`config.mk`:
```
export PLATFORM = sky130hd
export DESIGN_NAME = sram_pipe
export DESIGN_NICKNAME = d
export VERILOG_FILES = /design/src/rtl/sram_pipe.sv
export SDC_FILE = /design/constraint.sdc
export NUM_CORES = 1
export LEC_CHECK = 0
export ABC_AREA = 1
export BUFFER_PORTS_ARGS = -buffer_cell sky130_fd_sc_hd__buf_2
export CAP_MARGIN = 0
export CORE_ASPECT_RATIO = 0.7
export CORE_MARGIN = 1
export CORE_UTILIZATION = 30
export CTS_BUF_LIST = sky130_fd_sc_hd__clkbuf_16
export DETAILED_ROUTE_END_ITERATION = 7
export GPL_TIMING_DRIVEN = 0
export MAX_ROUTING_LAYER = met4
export PLACE_DENSITY = 0.41
export SYNTH_ARGS = -nofsm -noshare
export SYNTH_HDL_FRONTEND = slang
export SYNTH_SLANG_ARGS = --single-unit
export TNS_END_PERCENT = 10
```
`constraint.sdc`:
```
create_clock -name clk_i -period 2.5 [get_ports clk_i]
set_clock_uncertainty 0.2 [all_clocks]
set_input_delay 0.25 -clock clk_i [delete_from_list [all_inputs] [get_ports clk_i]]
set_output_delay 0.25 -clock clk_i [all_outputs]
set_load 0.05 [all_outputs]
```
`src/rtl/sram_pipe.sv`:
```
// Single-port SRAM model: req/gnt handshake, byte strobes, 1/2-cycle read pipe.
// Optional zero-fill sequence after reset holds off grants until done.
module sram_pipe #(
   parameter int DATA_WIDTH     = 64,
   parameter int NUM_WORDS      = 8,
   parameter int READ_LATENCY   = 1,
   parameter bit CLEAR_ON_RESET = 1'b1,
   localparam int ADDR_WIDTH    = (NUM_WORDS > 1) ? $clog2(NUM_WORDS) : 1
) (
   input  logic                    clk_i,
   input  logic                    rst_ni,
   input  logic                    req_i,
   input  logic                    we_i,
   input  logic [ADDR_WIDTH-1:0]   addr_i,
   input  logic [DATA_WIDTH-1:0]   wdata_i,
   input  logic [DATA_WIDTH/8-1:0] be_i,
   output logic                    gnt_o,
   output logic                    rvalid_o,
   output logic [DATA_WIDTH-1:0]   rdata_o
);

   localparam int NB = DATA_WIDTH / 8;

   typedef enum logic {
      S_CLEAR,
      S_READY
   } state_e;

   localparam state_e RST_STATE = CLEAR_ON_RESET ? S_CLEAR : S_READY;
   localparam logic [ADDR_WIDTH-1:0] LAST = ADDR_WIDTH'(NUM_WORDS - 1);

   state_e                  state_q, state_d;
   logic [ADDR_WIDTH-1:0]   clr_addr_q, clr_addr_d;
   logic                    clr_we;
   logic [DATA_WIDTH-1:0]   mem_q [NUM_WORDS];

   logic [31:0]             addr_ext;
   logic                    in_range;
   logic                    wr_acc;
   logic                    rd_acc;
   logic [DATA_WIDTH-1:0]   rd_word;

   logic                    v1_q;
   logic [DATA_WIDTH-1:0]   d1_q;

   always_comb begin
      state_d    = state_q;
      clr_addr_d = clr_addr_q;
      clr_we     = 1'b0;
      gnt_o      = 1'b0;
      unique case (state_q)
         S_CLEAR: begin
            clr_we = 1'b1;
            if (clr_addr_q == LAST) begin
               state_d = S_READY;
            end else begin
               clr_addr_d = clr_addr_q + 1'b1;
            end
         end
         S_READY: gnt_o = 1'b1;
         default: ;
      endcase
      // Reset wins combinationally so nothing is granted or cleared in reset
      if (!rst_ni) begin
         clr_we     = 1'b0;
         gnt_o      = 1'b0;
         state_d    = RST_STATE;
         clr_addr_d = '0;
      end
   end

   always_ff @(posedge clk_i) begin
      if (!rst_ni) begin
         state_q    <= RST_STATE;
         clr_addr_q <= '0;
      end else begin
         state_q    <= state_d;
         clr_addr_q <= clr_addr_d;
      end
   end

   assign addr_ext = 32'(addr_i);
   assign in_range = addr_ext < 32'(NUM_WORDS);
   assign wr_acc   = req_i & gnt_o & we_i & in_range;
   assign rd_acc   = req_i & gnt_o & ~we_i;
   assign rd_word  = in_range ? mem_q[addr_i] : '0;

   always_ff @(posedge clk_i) begin
      if (clr_we) begin
         mem_q[clr_addr_q] <= '0;
      end else if (wr_acc) begin
         for (int b = 0; b < NB; b++) begin
            if (be_i[b]) begin
               mem_q[addr_i][8*b +: 8] <= wdata_i[8*b +: 8];
            end
         end
      end
   end

   always_ff @(posedge clk_i) begin
      if (!rst_ni) begin
         v1_q <= 1'b0;
         d1_q <= '0;
      end else begin
         v1_q <= rd_acc;
         if (rd_acc) begin
            d1_q <= rd_word;
         end
      end
   end

   if (READ_LATENCY == 2) begin : g_lat2
      logic                  v2_q;
      logic [DATA_WIDTH-1:0] d2_q;

      always_ff @(posedge clk_i) begin
         if (!rst_ni) begin
            v2_q <= 1'b0;
            d2_q <= '0;
         end else begin
            v2_q <= v1_q;
            if (v1_q) begin
               d2_q <= d1_q;
            end
         end
      end

      assign rvalid_o = v2_q;
      assign rdata_o  = d2_q;
   end else begin : g_lat1
      assign rvalid_o = v1_q;
      assign rdata_o  = d1_q;
   end

endmodule

```
==> impl_metrics.toml <==
[layout]
final_common_cell = "edfxtp_1"
areaGrowthSynthToFinish_pct = 25.8
postLayoutCoreUtil_pct = 38.5
final_cell_mix = "512 x edfxtp_1, 348 x o21ai_0, 264 x nor2_1"
stdcell_count = 3147
drive_gt1_share_pct = 21.5
nets = 2198

[die]
die_h_um = 232
initial_core_util_pct = 30.6
rows = 83
die_area_sq_um = 76700
coreArea_sq_um = 74000
ioPinCount = 145
die_w_um = 331

[worst_setup_path]
critical_path.max_fanout = 8
cp_top_family = "simple AND/OR/NAND/NOR gates"
path_class = "register to register"
crit_path_max_incr_delay_ns = 0.64
startpoint_type = "register"
r2r_slack_ns = -0.15
reg2reg_to = "mem_q[5][35]$_DFFE_PP_"
arrival_ns = 2.73
required_ns = 2.58
cp_cell_sequence = "nor2_1 -> a21oi_1 -> nor2_2"
r2r-start = "state_q$_SDFF_PN0_"
cp_num_buf_inv = 0
r2r_cells = 3
end_kind = "register"
cp_slowest_cell = "nor2_1"

[cts]
clk_latency_ns = 0.64
clock-sinks = 581
cts-root-buf = "clkbuf_16"
cts_tree = "built"
cts-htree-levels = 2
clk_pin_slew_worst_paths_ns = 0.06
cts_buffer_depth = 3
cts-buffers-inserted = 60

[global_route]
overflow = 0
first_global_vias = 15200
grt_pass1_wl_um = 109000
grt_usage_pct = 20.7
grt_max_degree = 16
antenna_found_initial = 3

[outcome]
outcome = "finished with violations"
violations = "negative setup slack"

[synth]
ys_types = 23
synth.net_count = 1882
synth_compound_area_share_pct = 14.6
synthAdderAreaFrac_pct = 0.110
synth-seq-area-share_pct = 73.9
ys_seq_elements = 581
synthSimpleGateAreaFrac_pct = 7.74
syn_avg_cell_area_sq_um = 12.6
syn_inst = 1801
yosysWarnings = 0
synthMuxAreaShare_pct = 0
synth_xor_area_share_pct = 0
synth_top_family_by_area = "compound AO/OA/AOI/OAI gates"
netlist_area_sq_um = 22700

[sta]
tightestPinTransition_ns = 1.45
relSlewSlack_pct = 3.58
fmax_mhz = 378
hold_ws_ns = 0.0702
final.setup.worst_slack_ns = -0.148
setup_violations = 105
fin_crit_sh_pct = 106
finalSetupTns_ns = -4.28
rsz0062_at_grt = "yes"
min_period_ns = 2.65
slew_violations = 0
final_hold_viol_count = 0

[routing]
wl_per_cell_um = 24.8
drcViolationCount = 0
drtIter0Drc = 1460
wl_um = 78000
via_count = 15900
drtAntennaViolNets = 0
viasPerCell = 5.06
dr.pass1.iters = 4

[power]
power.internal_uw = 16200
pwr-share-seq_pct = 50.4
p_sw_share_pct = 24.2
p_switching_uw = 5160
leakage_uw = 0.0105
vdd_drop_max_mv = 0.541
clockPowerShare_pct = 41.1
power_per_cell_area_nw_per_um2 = 748
pwr-share-comb_pct = 8.5

[run]
drv_cap = 0

[place]
dp.cells = 2920
place.gp.congestion = 0.824
dp_hpwl_um = 51000
io_buffers = 142

[hold_path]
whs_path_depth = 4
min_to = "rdata_o[36]$_SDFFE_PN0P_"
hold_path_class = "primary input to register"
min_from = "rst_ni"
-- state kept, by name, indices dropped and copies added, names as in the netlist --
name	cells
mem_q	512
clr_addr_q	3
state_q	1
rdata_o	64
rvalid_o	1
-- metrics by stage --
stage          setup slack, ns  instance area [sq um]  total power (uW)
2_1_floorplan            0.259                  22700             11700
3_3_place_gp            -0.844                  24600             12400
3_5_place_dp            -0.924                  24600             12400
4_1_cts                 -0.188                  28000             21400
5_1_grt                 -0.224                  28500             22000
6_report                -0.148                  28500             21300
-- worst min-delay path, cell delays in order --
cell	delay, ns
buf_2	0.19
clkbuf_1	0.25
o21ai_0	0.12
a21oi_1	0.04
-- layer usage --
metal  track usage, %  share of wire, %  up-vias
met5                -                 0        -
met3             2.78               5.1      126
li1                 -                 -     7267
met1             29.2                47     8060
met4             5.56               2.3        0
met2             31.3                46      472
-- what timing repair did --
item                                    in CTS  in global routing
hold endpoints to repair                   517                  0
pin swaps                                   10                 13
endpoints found under the setup margin    1039                941
buffers inserted                            25                 19
hold buffers                                66                  0
gates resized for setup                    122                 72
-- area by class of cell --
type / count / area (sq um)
Clock inverter: 53 / 365
Timing Repair Buffer: 254 / 2080
Fill cell: 7076 / 45500
Multi-Input combinational cell: 1017 / 5730
Buffer: 127 / 551
Clock buffer: 61 / 1530
Tap cell: 977 / 1220
Inverter: 76 / 285
Antenna cell: 1 / 2.50
Sequential cell: 581 / 16800
-- synth_stat cells (all sizes together) --
library cell	count	area share, %
a21oi	75	1.7
buf	47	1.0
clkbuf	80	1.3
dfxtp	69	6.1
edfxtp	512	68
ha	2	0.11
inv	76	1.3
nand2	20	0.60
nand3	9	0.66
nor2	390	6.5
o21ai	393	8.7
o221ai	64	2.5
o22ai	64	1.8
-- cells by family (layout without fill, tap and decap cells) --
| kind of cell | count (synthesis) | after routing |
|---|---|---|
| simple gates | 419 | 419 |
| fa+ha+maj | 2 | 2 |
| other cells | 0 | 1 |
| flops | 581 | 581 |
| compound gates | 596 | 596 |
| buf+inv | 203 | 571 |
-- worst max path at each step --
stage,startpoint,depth (start not counted),slack (ns),to
2_1_floorplan,state_q$_SDFF_PN0_,10,0.26,mem_q[0][0]$_DFFE_PP_
3_3_place_gp,rst_ni,12,-0.84,mem_q[5][41]$_DFFE_PP_
3_5_place_dp,rst_ni,12,-0.92,mem_q[6][41]$_DFFE_PP_
4_1_cts,state_q$_SDFF_PN0_,11,-0.19,mem_q[2][46]$_DFFE_PP_
5_1_grt,state_q$_SDFF_PN0_,3,-0.22,mem_q[5][34]$_DFFE_PP_
6_report,state_q$_SDFF_PN0_,3,-0.15,mem_q[5][35]$_DFFE_PP_
-- power by group through the flow --
stage	logic [uW]	registers [uW]	clock network (uW)
after floorplan	762	11000	0
after global placement	1430	11000	0
after detailed placement	1440	11000	0
after CTS	1640	10800	8960
after global routing	1930	10800	9320
final	1810	10800	8780
Power figures use the tool's default switching activity.
